**config.mk**
```make
export PLATFORM = sky130hd
export DESIGN_NAME = mrfm_chan_serializer
export DESIGN_NICKNAME = d
export VERILOG_FILES = /design/src/rtl/mrfm_chan_serializer.sv
export SDC_FILE = /design/constraint.sdc
export NUM_CORES = 1
export LEC_CHECK = 0
export CAP_MARGIN = 20
export CORE_ASPECT_RATIO = 0.7
export CORE_MARGIN = 4
export CORE_UTILIZATION = 50
export DETAILED_ROUTE_END_ITERATION = 10
export PLACE_DENSITY = 0.71
export SYNTH_ARGS = -nofsm -noshare
export SYNTH_HDL_FRONTEND = slang
export SYNTH_SLANG_ARGS = --single-unit
```
**constraint.sdc**
```tcl
create_clock -name clock -period 4.9 [get_ports clock]
set_input_delay 0.98 -clock clock [delete_from_list [all_inputs] [get_ports clock]]
set_output_delay 0.98 -clock clock [all_outputs]
set_load 0.02 [all_outputs]
```
**src/rtl/mrfm_chan_serializer.sv**
```systemverilog
// Snapshots up to NCH channel samples per strobe and serialises them, one word per
// cycle, into a show-ahead FIFO presented to the RX buffer writer over valid/ready.
module mrfm_chan_serializer #(
  parameter int NCH   = 8,
  parameter int WIDTH = 16,
  parameter int DEPTH = 16
) (
  input  logic                     clock,
  input  logic                     reset_n,
  input  logic                     enable,
  input  logic [3:0]               numchan,
  input  logic                     strobe_in,
  input  logic [NCH*WIDTH-1:0]     ch_data,
  input  logic                     out_ready,
  input  logic                     clear_status,
  output logic [WIDTH-1:0]         out_data,
  output logic                     out_first,
  output logic                     out_valid,
  output logic [$clog2(DEPTH):0]   level,
  output logic                     overrun,
  output logic                     busy
);

  localparam int AW = $clog2(DEPTH);
  localparam int PW = (AW > 0) ? AW : 1;

  typedef enum logic {S_IDLE, S_SER} state_t;

  typedef struct packed {
    logic             first;
    logic [WIDTH-1:0] data;
  } word_t;

  state_t               state;
  logic [3:0]           nc_q;
  logic [3:0]           idx;
  logic [3:0]           nc_eff;
  logic [NCH*WIDTH-1:0] holding;
  logic [WIDTH-1:0]     wr_data;
  logic [PW-1:0]        wr_ptr;
  logic [PW-1:0]        rd_ptr;
  word_t                mem [DEPTH];
  word_t                head;
  logic                 space_ok;
  logic                 accept;
  logic                 drop;
  logic                 wr_en;
  logic                 rd_en;

  // NOTE: every signal assigned in always_comb gets a default first so no latch is inferred.
  always_comb begin
    nc_eff = numchan;
    if (numchan == 4'd0)
      nc_eff = 4'd1;
    else if (int'(numchan) > NCH)
      nc_eff = 4'(NCH);
  end

  // Space is judged on the current level only; a pop in the same cycle is not credited.
  assign space_ok = (DEPTH - int'(level)) >= int'(nc_eff);
  assign accept   = strobe_in && enable && (state == S_IDLE) && space_ok;
  assign drop     = strobe_in && enable && !accept;
  assign wr_en    = (state == S_SER);
  assign out_valid = (level != '0);
  assign rd_en    = out_valid && out_ready;
  assign busy     = (state == S_SER);

  always_comb begin
    wr_data = '0;
    for (int k = 0; k < NCH; k++)
      if (int'(idx) == k) wr_data = holding[k*WIDTH +: WIDTH];
  end

  // NOTE: state uses non-blocking assignments so every flop samples pre-edge values.
  always_ff @(posedge clock or negedge reset_n) begin
    if (!reset_n) begin
      state   <= S_IDLE;
      nc_q    <= 4'd1;
      idx     <= '0;
      wr_ptr  <= '0;
      rd_ptr  <= '0;
      level   <= '0;
      overrun <= 1'b0;
    end else begin
      case (state)
        S_IDLE: begin
          if (accept) begin
            state <= S_SER;
            nc_q  <= nc_eff;
            idx   <= '0;
          end
        end
        S_SER: begin
          idx <= idx + 4'd1;
          if (idx == nc_q - 4'd1) state <= S_IDLE;
        end
        default: state <= S_IDLE;
      endcase

      if (drop)
        overrun <= 1'b1;
      else if (clear_status)
        overrun <= 1'b0;

      if (wr_en)
        wr_ptr <= (wr_ptr == PW'(DEPTH - 1)) ? '0 : wr_ptr + PW'(1);
      if (rd_en)
        rd_ptr <= (rd_ptr == PW'(DEPTH - 1)) ? '0 : rd_ptr + PW'(1);

      case ({wr_en, rd_en})
        2'b10:   level <= level + ($clog2(DEPTH)+1)'(1);
        2'b01:   level <= level - ($clog2(DEPTH)+1)'(1);
        default: level <= level;
      endcase
    end
  end

  // NOTE: storage is not reset; emptiness is tracked by level and outputs are gated by out_valid.
  always_ff @(posedge clock) begin
    if (accept)
      holding <= ch_data;
    if (wr_en)
      mem[wr_ptr] <= word_t'{first: (idx == 4'd0), data: wr_data};
  end

  assign head      = mem[rd_ptr];
  assign out_data  = out_valid ? head.data : '0;
  assign out_first = out_valid && head.first;

endmodule
```
==> results.txt <==
Leak = 7.03 nW
R2R Path Start = level[0]$_DFFE_PN0P_
Root Buffer = clkbuf_16
Bufs and invs on worst path = 3
status = finished clean
final hold viol count = 0
initial antenna violation count = 0
Post-Place Cells = 1488
First DRT Iteration DRCs = 939
total wire length = 37.6 mm
wire per inst = 23.9 um
Final period util = 93.0%
Post-Syn Area = 17100 sq um
crit path launch type = flip-flop
max incr delay on CP = 720 ps
Slowest cell on crit path = and3_1
RR Endpoint = level[4]$_DFFE_PN0P_
Clk Latency, worst-skew pair = 540 ps
CP Class = flip-flop to primary output
critical path endpoint = out_data[14]
GPL Wtd Cong = 0.816
async set-or-reset flop fraction in the synthesized netlist = 5.44%
CORE AREA = 33600 sq um
post-synthesis compound-gate area fraction = 7.22%
Max-slew headroom = 30.4%
post_cts resized = 0
Post-synth EDFFs = 400
TritonCTS buffer count = 41
Worst-path clk slew = 60 ps
Commonest cells post-synth = edfxtp_1, nor2b_1, mux4_2, nand2b_1, clkbuf_1
die area = 37300 sq um
CP Cell Sequence = inv_1 > ha_1 > nor3b_1 > ha_1 > inv_1 > and3_1 > a221o_1 > clkdlybuf4s50_1
Yosys top cell area share = 70.1%
CP delay by family, top = simple AND/OR/NAND/NOR gates
post-route met1 wirelength = 17.6 mm
DP Wirelength = 24.3 mm
Setup Skew = 19.3 ps
vias = 9330
DRT Pass-1 Iters = 5
xor/xnor share of the synthesized area = 0.767%
maximum vdd ir drop = 314 uV
synth unique cells = 52
Layout Cells excl Fill = 1573
Mapped Nets = 1064
clk buf depth = 3
total track usage = 20.2%
Pwr Density = 676 nW/um^2
most frequent cell after synthesis = edfxtp_1
Mapped Cells = 905
Seq/Total Area, Yosys = 73.5%
ANT cells = 0
hold_buf cts = 0
chip height = 163 um
top_reg_cell synth = edfxtp_1
reg-to-reg slack, setup = 1160 ps
DRC viols = 0
clk sinks = 423
fmax = 0.219 GHz
P&R area growth vs syn = 22.4%
Final Max Tran Viols = 0
crit path launch = level[0]$_DFFE_PN0P_
Critical Path AT = 3580 ps
hold crit path type = flip-flop to flip-flop
Synth Warn # = 0
Fin Setup TNS = 0 ps
die span in x = 229 um
placed instance area = 19500 sq um
WP depth = 8
Worst Tran Pin Value = 1040 ps
CTS tree = yes
met2 WL = 16.1 mm
Top Metal Used = met4
Yosys reg bits = 423
synthesized area per cell = 18.9 sq um
PortBufs = 162
RSZ-0062 raised after global routing = false
nets = 1264
vias in the first global route = 9473
synth top area cells = edfxtp_1, mux4_1, mux4_2, dfrtp_1, a221oi_1
final worst setup slack = 343 ps
Final setup viols = 0
Reg2Reg Depth = 12
fraction of layout cells with a size suffix above 1 = 16.1%
metal3 WL = 3.22 mm
pin count of the biggest net entering global routing = 65
# IOs = 163
cell area after layout = 21000 sq um
Worst Path Required = 3920 ps
global-route wire length before repair = 57.5 mm
largest family of logic cells by synthesized area = multiplexers
pre-CTS setup slack = 850 ps
Post-Synth Adder-Cell Area = 1.58%
cell taking the most area after synthesis = edfxtp_1
Tmin final = 4560 ps
simple-gate area share of the yosys netlist = 4.67%
max_cap viols = 0
CP Capture Type = primary output
Setup Fix Bufs, Post-CTS = 0
Worst Path Max Fanout = 17
grt ovf = 0
initial core utilization = 50.9%
vias per cell = 5.93
multiplexer share of the synthesized area = 10.0%
htree depth = 2
Post-DRT Antenna Nets = 0
row count = 56
through the flow:
stage / power, W / hold slack, ps / util (%)
6_report: 0.0142 / 545 / 62.3
5_1_grt: 0.0149 / 560 / 62.3
4_1_cts: 0.0141 / 552 / 62.0
3_5_place_dp: 0.0109 / 538 / 57.9
3_3_place_gp: 0.0107 / 475 / 57.8
2_1_floorplan: 0.00889 / 501 / -
report_power, final:
| part | leakage, nW | switching [W] | total [W] | internal [W] |
|---|---|---|---|---|
| Combinational | 2.42 | 0.00300 | 0.00520 | 0.00220 |
| Sequential | 3.93 | 0.000396 | 0.00574 | 0.00534 |
| Clock | 0.685 | 0.00132 | 0.00324 | 0.00192 |
layout by cell type, fill, tap and decap left out, drive strengths merged, types with 20 or more instances in the layout:
cell,n
nand2b,35
ha,20
a221oi,31
clkbuf,56
clkdlybuf4s50,162
buf,50
mux4,68
edfxtp,400
nor2b,36
dfrtp,22
a21oi,21
nor2,23
state kept, by name (all words and copies together) (netlist names):
signal   count
nc_q         4
holding    128
idx          4
busy         1
overrun      1
mem        272
wr_ptr       4
rd_ptr       4
level        5
layer usage:
layer  GRT usage (%)  vias to the layer above
li1                -                     4149
met1            32.2                     4723
met2            28.8                      407
met3            4.53                       51
met4            4.48                        0
met5               0                        -
layout make-up:
cell class	instances	area (sq um)
multi-input combinational	406	4280
tap	435	544
timing repair buffer	215	2070
clock inverter	23	254
sequential	423	12600
fill	2368	12700
clock buffer	53	1140
inverter	18	70.1
kinds of logic (layout without fill, tap and decap cells):
| group | Yosys count | after routing |
|---|---|---|
| AOI/OAI and AO/OA | 155 | 155 |
| xor gates and xnor gates | 15 | 15 |
| adders and majority gates | 21 | 21 |
| buffers and inverters | 76 | 309 |
| DFF | 423 | 423 |
| muxes | 74 | 74 |
| and+or+nand+nor | 141 | 141 |
how the worst min path moves through the flow:
stage	start	slack (ps)	depth (start not counted)	end
floorplan	nc_q[3]$_DFFE_PN0P_	500	1	nc_q[3]$_DFFE_PN0P_
global placement	overrun$_DFFE_PN0P_	470	1	overrun$_DFFE_PN0P_
detailed placement	nc_q[3]$_DFFE_PN0P_	540	1	nc_q[3]$_DFFE_PN0P_
CTS	nc_q[3]$_DFFE_PN0P_	550	1	nc_q[3]$_DFFE_PN0P_
global route	nc_q[3]$_DFFE_PN0P_	560	1	nc_q[3]$_DFFE_PN0P_
finish	nc_q[3]$_DFFE_PN0P_	550	1	nc_q[3]$_DFFE_PN0P_
worst reg2reg max path: stages, from the launching register on:
cell	delay [ps]
dfrtp_1	450
inv_1	130
ha_1	250
nor3b_1	150
ha_1	300
nor2b_1	420
ha_1	420
inv_1	130
fa_1	430
nor2b_1	130
o21a_1	160
mux2_2	350
o311ai_0	310
Power figures use the tool's default switching activity.
